===== src/rtl/score_bcd_converter.sv =====
// Sequential double-dabble converter shared between two score channels.
//
// One shift engine converts either the current score (ch0) or the high score
// (ch1) to packed BCD. A channel is reconverted whenever its raw input differs
// from the value captured at its last conversion. When both channels are
// dirty, a round-robin bit picks between them.
//
// Ports:
//   i_clk         system clock
//   i_rst         synchronous active-high reset
//   i_score       ch0 binary value
//   i_high_score  ch1 binary value
//   o_score_bcd   ch0 packed BCD, [3:0] = ones digit
//   o_high_bcd    ch1 packed BCD, [3:0] = ones digit
//   o_update      one-cycle pulse, bit n marks the first cycle of a new ch n value
//   o_busy        high while a conversion is in flight (SHIFT or DONE)
module score_bcd_converter #(
    parameter int unsigned WIDTH  = 14,
    parameter int unsigned DIGITS = 4
) (
    input  logic                  i_clk,
    input  logic                  i_rst,
    input  logic [WIDTH-1:0]      i_score,
    input  logic [WIDTH-1:0]      i_high_score,
    output logic [4*DIGITS-1:0]   o_score_bcd,
    output logic [4*DIGITS-1:0]   o_high_bcd,
    output logic [1:0]            o_update,
    output logic                  o_busy
);

    localparam int unsigned BcdW  = 4 * DIGITS;
    localparam int unsigned CntW  = (WIDTH > 1) ? $clog2(WIDTH) : 1;
    localparam int unsigned Clamp = 10 ** DIGITS - 1;

    typedef enum logic [1:0] {
        StIdle,
        StShift,
        StDone
    } state_e;

    state_e             state_q, state_d;
    logic [WIDTH-1:0]   last0_q, last0_d;
    logic [WIDTH-1:0]   last1_q, last1_d;
    logic               rr_q, rr_d;
    logic               sel_q, sel_d;
    logic [WIDTH-1:0]   bin_q, bin_d;
    logic [BcdW-1:0]    bcd_q, bcd_d;
    logic [CntW-1:0]    cnt_q, cnt_d;
    logic [BcdW-1:0]    score_bcd_q, score_bcd_d;
    logic [BcdW-1:0]    high_bcd_q, high_bcd_d;
    logic [1:0]         update_q, update_d;

    logic               dirty0, dirty1;
    logic               pick_hi;
    logic [BcdW-1:0]    adj;

    // Values that cannot be shown in DIGITS digits saturate to all nines.
    function automatic logic [WIDTH-1:0] clamp_val(input logic [WIDTH-1:0] v);
        if (32'(v) > Clamp) begin
            return WIDTH'(Clamp);
        end
        return v;
    endfunction

    // Dirty detection uses the raw input, so a change between two clamped
    // values still triggers a reconversion.
    assign dirty0 = (i_score != last0_q);
    assign dirty1 = (i_high_score != last1_q);

    always_comb begin
        state_d     = state_q;
        last0_d     = last0_q;
        last1_d     = last1_q;
        rr_d        = rr_q;
        sel_d       = sel_q;
        bin_d       = bin_q;
        bcd_d       = bcd_q;
        cnt_d       = cnt_q;
        score_bcd_d = score_bcd_q;
        high_bcd_d  = high_bcd_q;
        update_d    = 2'b00;
        pick_hi     = dirty1 && (!dirty0 || rr_q);

        // Add-3 correction; a nibble never exceeds 12 afterwards, so no carry.
        adj = bcd_q;
        for (int i = 0; i < int'(DIGITS); i++) begin
            if (bcd_q[4*i +: 4] >= 4'd5) begin
                adj[4*i +: 4] = bcd_q[4*i +: 4] + 4'd3;
            end
        end

        unique case (state_q)
            StIdle: begin
                if (dirty0 || dirty1) begin
                    sel_d = pick_hi;
                    if (pick_hi) begin
                        last1_d = i_high_score;
                        bin_d   = clamp_val(i_high_score);
                    end else begin
                        last0_d = i_score;
                        bin_d   = clamp_val(i_score);
                    end
                    bcd_d   = '0;
                    cnt_d   = '0;
                    state_d = StShift;
                end
            end
            StShift: begin
                bcd_d = {adj[BcdW-2:0], bin_q[WIDTH-1]};
                bin_d = {bin_q[WIDTH-2:0], 1'b0};
                cnt_d = cnt_q + 1'b1;
                if (cnt_q == CntW'(WIDTH - 1)) begin
                    state_d = StDone;
                end
            end
            StDone: begin
                if (sel_q) begin
                    high_bcd_d = bcd_q;
                    update_d   = 2'b10;
                end else begin
                    score_bcd_d = bcd_q;
                    update_d    = 2'b01;
                end
                rr_d    = ~sel_q;
                state_d = StIdle;
            end
            default: begin
                state_d = StIdle;
            end
        endcase
    end

    always_ff @(posedge i_clk) begin
        if (i_rst) begin
            state_q     <= StIdle;
            last0_q     <= '0;
            last1_q     <= '0;
            rr_q        <= 1'b0;
            sel_q       <= 1'b0;
            bin_q       <= '0;
            bcd_q       <= '0;
            cnt_q       <= '0;
            score_bcd_q <= '0;
            high_bcd_q  <= '0;
            update_q    <= 2'b00;
        end else begin
            state_q     <= state_d;
            last0_q     <= last0_d;
            last1_q     <= last1_d;
            rr_q        <= rr_d;
            sel_q       <= sel_d;
            bin_q       <= bin_d;
            bcd_q       <= bcd_d;
            cnt_q       <= cnt_d;
            score_bcd_q <= score_bcd_d;
            high_bcd_q  <= high_bcd_d;
            update_q    <= update_d;
        end
    end

    assign o_score_bcd = score_bcd_q;
    assign o_high_bcd  = high_bcd_q;
    assign o_update    = update_q;
    assign o_busy      = (state_q != StIdle);

endmodule

===== config.mk =====
export PLATFORM = sky130hd
export DESIGN_NAME = score_bcd_converter
export DESIGN_NICKNAME = d
export VERILOG_FILES = /design/src/rtl/score_bcd_converter.sv
export SDC_FILE = /design/constraint.sdc
export NUM_CORES = 1
export LEC_CHECK = 0
export ABC_AREA = 1
export BUFFER_PORTS_ARGS = -buffer_cell sky130_fd_sc_hd__buf_2
export CAP_MARGIN = 25
export CORE_MARGIN = 5
export CORE_UTILIZATION = 30
export DETAILED_ROUTE_END_ITERATION = 8
export PLACE_DENSITY = 0.52
export SKIP_CTS_REPAIR_TIMING = 1
export SYNTH_ARGS = -nofsm -noshare
export SYNTH_HDL_FRONTEND = slang
export SYNTH_SLANG_ARGS = --single-unit

===== constraint.sdc =====
create_clock -name i_clk -period 2.1 [get_ports i_clk]
set_input_delay 0.525 -clock i_clk [delete_from_list [all_inputs] [get_ports i_clk]]
set_output_delay 0.525 -clock i_clk [all_outputs]
set_load 0.01 [all_outputs]

==> metrics.txt <==
run status complete, no violations; count of input and output buffers 64; H-tree levels 3; routability cong. between 0.7 and 0.8; Pleak between 2 and 3 nW; Syn Nets around 840; Synth Warn # 0; Post-Syn Instances between 800 and 900; Slew @ Worst Pin approximately 0.56 ns; final hold violation count 0; Worst path max stage delay approximately 0.35 ns; layout cell share with drive strength beyond 1 approximately 16%; Fmax roughly 0.55 GHz; clock skew 0.00901 ns; Maximum Capacitance Violations 0; setup ws final between 0.2 and 0.3 ns; CP required between 2 and 2.5 ns; final setup violation count 0; drt first pass iters 6; worst-case clock buffer depth 2; cts bufs inserted 9; worst path bufs/invs 2; largest net degree at the start of global routing 39; CP dominant cell by count nand2_1; Skew-Pair Late Insertion Delay about 0.35 ns; sequential cell area fraction in the yosys report ~39%; #FFs+latches synth 100; grt ovf 0; clock root cell clkbuf_16; Vias around 5000; total core area 16600 um2; die area approximately 20000 um2; clk slew on worst S/H paths around 0.07 ns; pwr/cell area ~670 nW/um2; Min Clock Period, post-route 1.83 ns; commonest non-fill, non-tap cell in the layout nand2_1; Row Count 47; crit path max fanout 11; diode count 0; slowest library cell on the worst path dfxtp_1; worst setup path category reg2reg; Final Non-Filler Cells 1117; hold_ws between 0.4 and 0.5 ns; Synth Cell Area a little over 5000 um2; overall routing resource usage between 10 and 15%; Residual DRC 0; Nets around 930; Post-DP HPWL just over 10 mm; CTS tree built; RSZ-0062 raised after global routing no; Initial Util a little under a third; final core utilization 37.4%; CP endpoint kind flop; WL per Instance ~13 um; number of global-route vias before repair 4625; die height about 140 um; Startpoint Class flop; peak supply drop 0.381 mV; relative slew slack between 60 and 70%; Final Max Slew Viols 0; I/O pin count 65; post-route ant nets 0; DR iter-0 viols about 370; Cell Chain, Critical Path inv_1 -> nand2_1 -> nand2_1 -> nor2_1 -> nand2_1 -> nor2_2 -> nand2_2 -> nor2_1 -> nor2_1 -> buf_4 -> nor2_4 -> nand2_1 -> a21oi_1; via-per-instance ratio approximately 4.5; total chip power 4.21 mW; Die X roughly 140 um; first-pass GRT wire length between 20 and 25 mm; syn avg cell area ~6.4 um2; Final Cycle Share just under 90%; placed cell count 1100; Hold Crit Class in2reg; Worst path top cell family by delay simple AND/OR/NAND/NOR gates; Layout Area Growth over Synthesis 22.1%; worst slack at placement -0.0977 ns; Clock Sinks 100; initial antenna violation count 0; synth unique cells 26; WL final 14.2 mm; WP data arrival 2.12 ns; highest-count cells in the layout ignoring fill and taps nand2_1 (232), dfxtp_1 (100), nor2_1 (97)
-- stage by stage --
step           setup TNS [ns]  instance area, um2
6_report                    0                6230
5_1_grt                     0                6230
4_1_cts                     0                6220
3_5_place_dp            -1.63                5920
3_3_place_gp           -0.749                5920
2_1_floorplan               0                5100
-- cell type report --
class	count	area, um2
fill	1836	10400
clock inverter	6	71.3
timing repair buffer	111	698
inverter	97	364
multi-input combinational	573	2590
clock buffer	10	229
sequential	100	2000
tap	220	275
-- routing by layer --
metal  GRT usage [%]  vias to the layer above  share of wire [%]
li1                -                     2716                  -
met1            21.5                     2206                 53
met2            21.4                       56                 42
met3            2.42                       17                3.0
met4            5.76                        0                1.9
met5               0                        -                  0
-- cell usage after synthesis --
library cell  instances  area, um2
nand4_1               4       25.0
o21ai_0              49        245
o21ai_1               1       5.00
inv_2                 4       15.0
nand3_1              88        440
dfxtp_1             100       2000
nor2_1               98        368
xor2_1                1       8.76
buf_4                 2       15.0
o2111ai_1             1       8.76
buf_1                 1       3.75
nand2_1             232        871
buf_6                 2       22.5
a211oi_1              1       7.51
clkinv_1              3       11.3
a21oi_1              73        365
buf_2                 7       35.0
o211ai_1              4       30.0
inv_1                90        338
or2_2                 1       6.26
clkbuf_1             22       82.6
nand2_2               4       25.0
nor2_2                3       18.8
xnor2_1               1       8.76
nor2_8                1       20.0
ha_1                 10        125
-- flip-flops by register name, indices dropped and copies added, names as in the netlist --
register,cells
last1_q,14
rr_q,1
o_high_bcd,16
cnt_q,4
state_q,2
sel_q,1
o_update,2
bcd_q,16
o_score_bcd,16
bin_q,14
last0_q,14
-- path summary, 6_finish.rpt --
| check | from | end | slack (ns) | cells after the start |
|---|---|---|---|---|
| setup / recovery | last1_q[1] | bcd_q[8] | 0.27 | 13 |
| hold / removal | i_rst | o_update[1] | 0.42 | 2 |
| setup reg to reg | last1_q[1] | bcd_q[8] | 0.27 | 13 |
| hold reg to reg | o_score_bcd[13] | o_score_bcd[13] | 0.46 | 2 |
-- cell families after synthesis --
group	share of synthesized area, %
buffers and inverters	10.2
and+or+nand+nor	34.8
adders and majority gates	2.45
DFF	39.2
AOI/OAI and AO/OA	13.0
xor gates and xnor gates	0.343
-- power breakdown --
group	leakage, nW	internal [mW]	total, mW	switching [mW]
Clock	0.145	0.938	1.72	0.785
Sequential	0.813	1.95	1.98	0.0364
Combinational	1.93	0.190	0.498	0.309
Power figures use the tool's default switching activity.
